$ cat config.mk
export PLATFORM = sky130hd
export DESIGN_NAME = demux_scan_ctrl
export DESIGN_NICKNAME = d
export VERILOG_FILES = /design/src/rtl/demux_scan_ctrl.sv
export SDC_FILE = /design/constraint.sdc
export NUM_CORES = 1
export LEC_CHECK = 0
export ABC_AREA = 1
export BUFFER_PORTS_ARGS = -buffer_cell sky130_fd_sc_hd__clkbuf_2
export CAP_MARGIN = 0
export CORE_UTILIZATION = 54
export CTS_BUF_LIST = sky130_fd_sc_hd__clkbuf_16
export CTS_CLUSTER_DIAMETER = 150
export DETAILED_ROUTE_END_ITERATION = 7
export PLACE_DENSITY = 0.76
export SLEW_MARGIN = 40
export SYNTH_ARGS = -nofsm -noshare
export SYNTH_HDL_FRONTEND = slang
export SYNTH_SLANG_ARGS = --single-unit
$ cat constraint.sdc
create_clock -name clk -period 3.9 [get_ports clk]
set_clock_uncertainty 0.15 [all_clocks]
set_input_delay 0.78 -clock clk [delete_from_list [all_inputs] [get_ports clk]]
set_output_delay 0.78 -clock clk [all_outputs]
set_load 0.02 [all_outputs]
$ cat src/rtl/demux_scan_ctrl.sv
// Scan sequencer driving a 1-to-8 demux: walks the enabled channels in
// ascending order, holding each pattern bit on its channel for dwell+1 cycles.
module demux_scan_ctrl #(
  parameter int unsigned DWELL_W = 8
) (
  input  logic               clk,
  input  logic               rst_n,
  input  logic               in_valid,
  output logic               in_ready,
  input  logic [7:0]         in_data,
  input  logic [7:0]         in_mask,
  input  logic [DWELL_W-1:0] in_dwell,
  input  logic               abort,
  output logic               d,
  output logic [2:0]         sel,
  output logic               enable,
  output logic               busy,
  output logic               done
);

  typedef enum logic {IDLE = 1'b0, SCAN = 1'b1} state_t;

  state_t             state;
  logic [DWELL_W-1:0] cnt;
  logic [DWELL_W-1:0] dwell_q;
  logic [7:0]         data_q;
  logic [7:0]         mask_q;
  logic [3:0]         first_ch;
  logic [3:0]         next_ch;

  // Lowest set mask bit at or above 'from'; MSB of the result flags a hit.
  function automatic logic [3:0] find_ch(input logic [7:0] m, input int from);
    find_ch = 4'b0;
    for (int i = 7; i >= 0; i--) begin
      if (m[i] && (i >= from)) find_ch = {1'b1, 3'(i)};
    end
  endfunction

  always_comb begin
    first_ch = find_ch(in_mask, 0);
    next_ch  = find_ch(mask_q, int'(sel) + 1);
  end

  assign in_ready = (state == IDLE);

  always_ff @(posedge clk or negedge rst_n) begin
    if (!rst_n) begin
      state   <= IDLE;
      d       <= 1'b0;
      sel     <= 3'd0;
      enable  <= 1'b0;
      busy    <= 1'b0;
      done    <= 1'b0;
      cnt     <= '0;
      dwell_q <= '0;
      data_q  <= 8'd0;
      mask_q  <= 8'd0;
    end else begin
      done <= 1'b0;
      case (state)
        IDLE: begin
          if (in_valid) begin
            data_q  <= in_data;
            mask_q  <= in_mask;
            dwell_q <= in_dwell;
            if (first_ch[3]) begin
              state  <= SCAN;
              sel    <= first_ch[2:0];
              d      <= in_data[first_ch[2:0]];
              enable <= 1'b1;
              busy   <= 1'b1;
              cnt    <= in_dwell;
            end else begin
              // Empty mask completes immediately without touching the demux.
              done <= 1'b1;
            end
          end
        end
        SCAN: begin
          if (abort) begin
            state  <= IDLE;
            enable <= 1'b0;
            d      <= 1'b0;
            busy   <= 1'b0;
          end else if (cnt != '0) begin
            cnt <= cnt - DWELL_W'(1);
          end else if (next_ch[3]) begin
            sel <= next_ch[2:0];
            d   <= data_q[next_ch[2:0]];
            cnt <= dwell_q;
          end else begin
            state  <= IDLE;
            enable <= 1'b0;
            d      <= 1'b0;
            busy   <= 1'b0;
            done   <= 1'b1;
          end
        end
        default: state <= IDLE;
      endcase
    end
  end

endmodule

After elaboration in Yosys (flattened, before gate mapping)
Index checks and enable logic that the tools add are counted.
- bits of input ports: 28
- bits in registers: 39
- output and inout bits: 8
- bitwise operators: 1
- eq/ne operators: 8
- reduce and logical (&&, ||, !) cells: 14
- magnitude comparators: 10
- $add $sub $neg: 2
- muxes and demuxes: 56
- operators by type and width (operator ; count):
    4-bit 2-to-1 mux ; 16
    8-bit 2-to-1 mux ; 5
    1-bit 2-to-1 mux ; 22
    3-bit by 4-bit greater-or-equal comparator with 1-bit output (first input constant) ; 4
    8-bit case mux with 2 select lines ; 1
    3-bit 2-to-1 mux ; 5
    1-bit by 4-bit greater-or-equal comparator with 1-bit output (first input constant) ; 2
    2-bit by 4-bit greater-or-equal comparator with 1-bit output (first input constant) ; 2
    1-bit logical AND ; 8
    3-bit by 4-bit less-than comparator with 1-bit output (second input constant) ; 2
    1-bit case mux with 2 select lines ; 4
    4-bit AND reduction ; 2
    8-bit nonzero test ; 1
    8-bit by 1-bit subtractor with 8-bit output (second input constant) ; 1
    1-bit binary-select mux with 3-bit select ; 2
    2-bit != test (second input constant) ; 3
    3-bit != test (second input constant) ; 2
    3-bit case mux with 2 select lines ; 1
    5-bit AND reduction ; 1
    3-bit by 1-bit adder with 4-bit output (second input constant) ; 1
    2-bit by 1-bit != test with 1-bit output (second input constant) ; 2
    3-bit by 1-bit != test with 1-bit output (second input constant) ; 1
    3-bit AND reduction ; 1
    2-bit AND reduction ; 1
    1-bit NOT ; 1

Longest topological paths before layout
Gate-level depths: netlist (run 1).
- depth in word-level cells: 17
- gate-level depth with buffers: 18
- gate-level depth less buffers: 18

Worst setup path before layout (run 1)
Ideal clock, no wire load.
- kind: reg-to-reg
- start: register sel[0]
- end: register cnt[5]
- path buffers: 1
- data arrival time: 1.906 ns
- library setup time: 0.123 ns
- clock period less this slack: 2.179 ns
- setup slack: 1.721 ns
- cell stages (with the launch flop): 19
- cell sequence: dfrtp_1 > ha_1 > inv_1 > nand2_1 > nand2_1 > inv_2 > nand2_4 > nand2_2 > nand2_2 > nand2_2 > nor2_4 > inv_2 > nor2_4 > inv_2 > nand2_4 > nand2_4 > buf_6 > nand2_1 > o21ai_1
- word-level cells in the longest chain between the ends: 13
- elaborated cells between the ends (all ways): 27
- RTL lines (element ; line ; source):
    start, declared ; 15 ; output logic [2:0] sel,
    start signal, assigned ; 68 ; sel <= first_ch[2:0];
    start signal, assigned ; 88 ; sel <= next_ch[2:0];
    3-bit by 1-bit adder with 4-bit output * ; 41 ; next_ch = find_ch(mask_q, int'(sel) + 1);
    3-bit by 4-bit greater-or-equal comparator with 1-bit output ; 35 ; if (m[i] && (i >= from)) find_ch = {1'b1, 3'(i)};
    1-bit logical AND ; 35 ;
    4-bit 2-to-1 mux (7 in a row) ; 35 ;
    4-bit 2-to-1 mux * ; 35 ;
    3-bit by 1-bit != test with 1-bit output (no source line) * ; -- ;
    4-bit AND reduction (no source line) * ; -- ;
    end signal, assigned ; 72 ; cnt <= in_dwell;
    end signal, assigned ; 86 ; cnt <= cnt - DWELL_W'(1);
    end signal, assigned ; 90 ; cnt <= dwell_q;
    end, declared ; 24 ; logic [DWELL_W-1:0] cnt;
Every way passes the cells marked *; elsewhere a longest branch is shown, timed or not.
A chain may end at the register's enable or synchronous reset.

Worst setup path in the final report (run 1)
- start: register state
- end: output port in_ready
- word-level cells in the longest chain between the ends: 1
- RTL lines (element ; line ; source):
    start, declared ; 23 ; state_t state;
    start signal, assigned ; 48 ; state <= IDLE;
    start signal, assigned ; 67 ; state <= SCAN;
    start signal, assigned ; 81 ; state <= IDLE;
    1-bit NOT (no source line) ; -- ;
    end, declared ; 9 ; output logic in_ready,
No other way between the ends.

==> results of run 1 <==
[cells in the mapped netlist, drive strengths merged]
| cell | n |
|---|---|
| nor2 | 32 |
| xor2 | 3 |
| o31ai | 1 |
| a32o | 1 |
| o211ai | 4 |
| o22ai | 4 |
| a31oi | 1 |
| clkinv | 1 |
| nand3 | 24 |
| nor4 | 2 |
| inv | 55 |
| nor3 | 4 |
| o2111ai | 1 |
| nand3b | 1 |
| xnor2 | 1 |
| a221o | 1 |
| a21oi | 9 |
| o221ai | 1 |
| nand2 | 87 |
| o21ai | 41 |
| or2 | 1 |
| buf | 3 |
| dfrtp | 39 |
| clkbuf | 5 |
| ha | 6 |
[through the flow]
step	setup WS, ns	instance area [um^2]	util (%)	power [mW]	std cells
after floorplan	1.72	2450	-	1.71	328
final	1.41	2850	65.5	2.51	417
after global routing	1.26	2850	65.5	2.73	417
after CTS	1.40	2850	65.5	2.52	417
after global placement	1.46	2660	61.1	1.95	409
after detailed placement	1.43	2660	61.2	1.98	409
[report_power, final]
part	switching (mW)	leakage, nW	internal, mW	total [mW]
registers	0.159	0.479	0.596	0.755
clock network	0.159	0.0952	0.364	0.523
logic	0.792	0.894	0.438	1.23
total	1.11	1.47	1.40	2.51
[sequential cells by signal, indices dropped and copies added, names as in the netlist]
name and cells:
cnt 8, data_q 8, dwell_q 8, mask_q 8, sel 3, busy 1, d 1, done 1
state 1
[worst register-to-register path: cells and delay by family (launching register included)]
family | cells | cell delay [ns]
flip-flops | 1 | 0.73
AND/OR/NAND/NOR | 4 | 0.80
AO/OA/AOI/OAI | 2 | 0.25
buffers and inverters | 2 | 0.38
[worst paths after layout]
path                            startpoint          to  slack [ns]  cells after the start
worst max-delay path                 state    in_ready        1.41                      2
worst min-delay path            dwell_q[3]  dwell_q[3]        0.33                      2
worst max register to register       state      cnt[1]        1.52                      8
worst min register to register  dwell_q[3]  dwell_q[3]        0.33                      2
max in group asynchronous            rst_n      cnt[1]        2.86                      1
min in group asynchronous            rst_n      sel[1]        0.36                      1
[layout make-up]
type	instances	area (um^2)	area share, %
Timing Repair Buffer	37	193	6.75
Tap cell	52	65.1	2.28
Clock inverter	3	63.8	2.24
Multi-Input combinational cell	225	1220	42.7
Inverter	56	213	7.46
Clock buffer	5	125	4.39
Sequential cell	39	976	34.2
[cells by family (layout without fill, tap and decap cells)]
kind of cell	after synthesis	after routing
simple gates	151	151
fa+ha+maj	6	6
flops	39	39
xor+xnor	4	4
compound gates	64	64
buf+inv	64	101
[metal layers]
layer / vias up / part of all wire (%) / track usage [%]
met5: - / 0 / 0
met1: 1020 / 46 / 33.3
met3: 5 / 3.8 / 4.80
li1: 1122 / - / -
met4: 0 / 1.1 / 8.16
met2: 43 / 49 / 41.9
==> impl_metrics.json, run 1 <==
{
  "clkTransAtPathRegs_ns": 0.06,
  "pin_count": 36,
  "post-cts-setup-buffers": 0,
  "synthSimpleGateAreaFrac_pct": 29.1,
  "critPathArrivalTime_ns": 1.56,
  "cts_buffer_depth": 2,
  "setup_viol": 0,
  "die_w_um": 69.3,
  "required_ns": 2.97,
  "antenna_found_initial": 0,
  "max_stage_delay_ns": 0.73,
  "clock_sinks": 39,
  "finalHoldViolations": 0,
  "syn-num-nets": 362,
  "ys_types": 39,
  "tightestPinTransition_ns": 0.608,
  "path_cells": "inv_1 -> clkbuf_2",
  "path_buf_inv": 2,
  "crit_slowest_cell": "dfrtp_1",
  "dp_hpwl_mm": 4.14,
  "synth_top_area_cell": "dfrtp_1",
  "drive_above_1_share_pct": 23.0,
  "p_leak_nw": 1.47,
  "slew_viol_final": 0,
  "antenna_cells": 0,
  "finalCritPeriodShare_pct": 63.9,
  "crit_path_end_kind": "primary output",
  "ys_seq_area_share_pct": 39.9,
  "gr-total-overflow": 0,
  "tns_ns": 0,
  "grt_pass1_wl_mm": 9.77,
  "fp.dieH_um": 69.3,
  "critPathLaunchType": "flip-flop",
  "firstDrtPassIters": 4,
  "final_common_cell": "nand2_1",
  "synth-seq-cells": 39,
  "drt_iter0_drc": 237,
  "most-common-layout-cells": "nand2_1 (77), inv_1 (45), dfrtp_1 (39)",
  "synth_top_family_by_area": "simple AND/OR/NAND/NOR gates",
  "clock_latency_ns": 0.28,
  "max_cap_viol_count": 0,
  "netlist.area_leader.share_pct": 39.9,
  "grt_pass1_vias": 2172,
  "syn-cell-area_um2": 2450,
  "path_class": "flip-flop to primary output",
  "netlist_top_cells_area": "dfrtp_1 (40%), nand2_1 (12%), inv_1 (6.7%), o21ai_0 (5.7%), nor2_1 (4.3%)",
  "synth_xor_area_share_pct": 1.43,
  "yosys_warnings": 0,
  "p_per_area_nw_per_um2": 879,
  "initial_core_util_pct": 56.2,
  "cts_resized": 0,
  "clock.fmax_ghz": 0.401,
  "crit_fanout": 18,
  "ant_nets": 0,
  "hold_buffers": 0,
  "viasPerCell": 5.25,
  "place.gp.congestion": 0.905,
  "drc": 0,
  "wl_per_cell_um": 13.3,
  "io_buffers": 35,
  "vdd_drop_max_mv": 0.396,
  "synthToLayoutAreaGrowth_pct": 16.5,
  "period_minus_slack_ns": 2.49,
  "synth.mux.area_fraction_pct": 0,
  "fill_cells": 388,
  "status": "finished clean",
  "rows": 24,
  "root_buffer": "clkbuf_16",
  "cts_tree": "built",
  "relSlewSlack_pct": 59.2,
  "wl_mm": 5.54,
  "hp-class": "flip-flop to flip-flop",
  "crit_family": "flip-flops",
  "synthCells": 328,
  "final_nets": 398,
  "synth_fa_ha_area_share_pct": 3.07,
  "dr_total_vias": 2190,
  "synth_compound_area_share_pct": 16.1,
  "core_area_um2": 4350,
  "hold_slack_ns": 0.333,
  "cts_buffers": 5,
  "dieArea_um2": 4810,
  "track_usage_pct": 25.2,
  "ctsHtreeMaxLevel": 2,
  "rsz0062_at_grt": "no",
  "syn_area_per_cell_um2": 7.47,
  "grt_max_degree": 40
}
Note: power is estimated with default switching activity, not from simulation.
==> run 2: changes to the inputs <==
--- a/config.mk
+++ b/config.mk
@@ -5,10 +5,10 @@
 export SDC_FILE = /design/constraint.sdc
 export NUM_CORES = 1
 export LEC_CHECK = 0
-export ABC_AREA = 1
+export ABC_AREA = 0
 export BUFFER_PORTS_ARGS = -buffer_cell sky130_fd_sc_hd__clkbuf_2
 export CAP_MARGIN = 0
-export CORE_UTILIZATION = 54
+export CORE_UTILIZATION = 51
 export CTS_BUF_LIST = sky130_fd_sc_hd__clkbuf_16
 export CTS_CLUSTER_DIAMETER = 150
 export DETAILED_ROUTE_END_ITERATION = 7
==> constraint.sdc (replaced) <==
create_clock -name clk -period 2.1 [get_ports clk]
set_clock_uncertainty 0.15 [all_clocks]
set_input_delay 0.42 -clock clk [delete_from_list [all_inputs] [get_ports clk]]
set_output_delay 0.42 -clock clk [all_outputs]
set_load 0.02 [all_outputs]
==> run 2 against run 1 <==
  * Largest power group unchanged
  * Utilization rose by 11 points
  * Non-clock buffer count rose by 50
  * Routed wire length rose by 28%
  * The flow now finishes with violations (DRC, setup timing)
==> impl_metrics.json, run 2 <==
{
  "clock_latency_ns": 0.28,
  "place_ws_ns": -0.313,
  "synth_top_area_cell": "dfrtp_1",
  "max_cap_viol_count": 0,
  "final.setup.worst_slack_ns": -0.245,
  "status": "complete, but fails checks",
  "period_minus_slack_ns": 2.35,
  "synth.most_common_cell": "dfrtp_1",
  "p_leak_nw": 1.47,
  "synth_ff_type": "dfrtp_1",
  "pin_count": 36,
  "cp-endpoint": "d",
  "fill_cells": 279,
  "cts_tree": "built",
  "r2r-end": "d",
  "p_per_area_nw_per_um2": 1320,
  "final_common_cell": "buf_4",
  "synth_common_cells": "dfrtp_1 (39), nor2_1 (25), mux2_2 (24), a21oi_1 (18), o21ai_0 (18)",
  "drive_above_1_share_pct": 49.3,
  "r2r_slack_ns": -0.25,
  "drc": 5,
  "failed_checks": "DRC, setup timing",
  "ys_types": 50,
  "synth-seq-cells": 39,
  "worstRegToRegCells": 9,
  "root_buffer": "clkbuf_16",
  "initial_core_util_pct": 53.8,
  "max_stage_delay_ns": 0.44,
  "track_usage_pct": 28.3,
  "syn-num-nets": 287,
  "vdd_drop_max_mv": 0.568,
  "ant_nets": 0,
  "clock_sinks": 39,
  "r2r-start": "sel[0]",
  "place.gp.congestion": 0.954,
  "dr_total_vias": 2332,
  "finalCritPeriodShare_pct": 112,
  "grt_pass1_vias": 2271,
  "antenna_found_initial": 0,
  "relSlewSlack_pct": 49.7,
  "cts_buffer_depth": 2,
  "viasPerCell": 5.99,
  "tightestPinTransition_ns": 0.746,
  "io_buffers": 35,
  "ys_seq_area_share_pct": 40.8,
  "syn-cell-area_um2": 2390,
  "netlist.area_leader.share_pct": 40.8,
  "antenna_cells": 0,
  "path_cells": "inv_2 -> ha_4 -> buf_4 -> nand2_1 -> a32oi_1 -> o22ai_4 -> mux2_4 -> a22oi_2 -> a2bb2oi_1",
  "final_nets": 370,
  "crit_fanout": 4,
  "path_class": "flip-flop to flip-flop",
  "die_w_um": 70.5,
  "crit_slowest_cell": "dfrtp_2",
  "firstDrtPassIters": 6,
  "rows": 24,
  "slew_viol_final": 0,
  "gr-total-overflow": 0,
  "cts_buffers": 5,
  "finalHoldViolations": 0,
  "fp.dieH_um": 70.5,
  "dp_hpwl_mm": 4.61,
  "synthToLayoutAreaGrowth_pct": 41.8,
  "wl_mm": 7.09,
  "synthCells": 253,
  "clock.fmax_ghz": 0.426,
  "rsz0062_at_grt": "yes",
  "syn_area_per_cell_um2": 9.45,
  "crit_path_end_kind": "flip-flop",
  "drt_iter0_drc": 206,
  "grt_max_degree": 28,
  "netlist_top_cells_area": "dfrtp_1 (41%), mux2_2 (11%), nor2_1 (3.9%), a21oi_1 (3.8%), o21ai_0 (3.8%)",
  "ctsHtreeMaxLevel": 2,
  "async_flop_share_pct": 100,
  "yosys_warnings": 0,
  "wl_per_cell_um": 18.2,
  "tns_ns": -2.53,
  "most-common-layout-cells": "buf_4 (44), dfrtp_1 (37), clkbuf_2 (35)",
  "core_area_um2": 4440,
  "dieArea_um2": 4970,
  "critPathLaunchType": "flip-flop",
  "startpoint": "sel[0]",
  "clkTransAtPathRegs_ns": 0.06,
  "required_ns": 2.12,
  "grt_pass1_wl_mm": 10.9,
  "setup_viol": 14,
  "synth_edf_count": 0,
  "hp-class": "input port to flip-flop",
  "critPathArrivalTime_ns": 2.36
}
## run 2: what timing repair did
action,CTS,global route
endpoints found under the hold margin,18,0
pin swaps,7,7
gates resized for setup,46,14
setup endpoints to repair,15,14
hold buffers,1,0
buffers inserted,3,1
## run 2: where the power goes
part,leakage [nW],internal (mW),switching [mW]
Combinational,0.949,1.28,1.24
Sequential,0.456,0.965,0.218
Clock,0.0658,0.437,0.313
## run 2: area by class of cell
type	instances	area [um^2]	share of cell area (%)
inverter	7	26.3	0.775
sequential	39	978	28.9
clock buffer	5	125	3.69
clock inverter	3	20.0	0.591
timing repair buffer	87	612	18.1
tap	52	65.1	1.92
multi-input combinational	196	1560	46.1
## run 2: how the worst min path moves through the flow
stage | start | to | slack (ns) | cells past startpoint
after floorplan | rst_n | busy | -0.03 | 0
after global placement | rst_n | sel[2] | 0.26 | 1
after detailed placement | rst_n | sel[2] | 0.27 | 1
after CTS | in_data[2] | data_q[2] | 0.23 | 2
after global routing | in_dwell[6] | dwell_q[6] | 0.24 | 2
final | in_data[2] | data_q[2] | 0.23 | 2
## run 2: cell families (layout without fill, tap and decap cells)
kind of cell | Yosys count | in the layout | share of synthesized area [%]
simple gates | 82 | 82 | 17.3
flops | 39 | 39 | 40.8
buf+inv | 18 | 102 | 3.14
mux | 28 | 28 | 13.0
xor+xnor | 6 | 6 | 2.20
fa+ha+maj | 6 | 6 | 3.14
compound gates | 74 | 74 | 20.4
## run 2: critical path, delay by kind of cell, from the launching register on
family                     cells  cell delay, ns
AOI/OAI and AO/OA              4            0.76
DFF                            1            0.44
muxes                          1            0.33
adders and majority gates      1            0.27
buffers and inverters          2            0.20
and+or+nand+nor                1            0.07
## run 2: per-stage QoR
stage / cells / hold WS, ns / total power [mW] / cell area (um^2) / util [%]
3_3_place_gp: 376 / 0.263 / 3.00 / 2980 / 67.0
6_report: 389 / 0.230 / 4.46 / 3390 / 76.3
5_1_grt: 389 / 0.242 / 4.69 / 3390 / 76.3
4_1_cts: 388 / 0.232 / 4.22 / 3320 / 74.7
3_5_place_dp: 376 / 0.270 / 3.05 / 2980 / 67.0
2_1_floorplan: 253 / -0.0256 / 2.29 / 2410 / -
## run 2: routing by layer
layer  global-route usage [%]  vias to the layer above  share of wire (%)
met5                        0                        -                  0
met4                     9.52                        0                2.6
met3                     4.91                       20                5.3
met2                     46.1                       86                 49
met1                     38.1                     1136                 43
li1                         -                     1090                  -
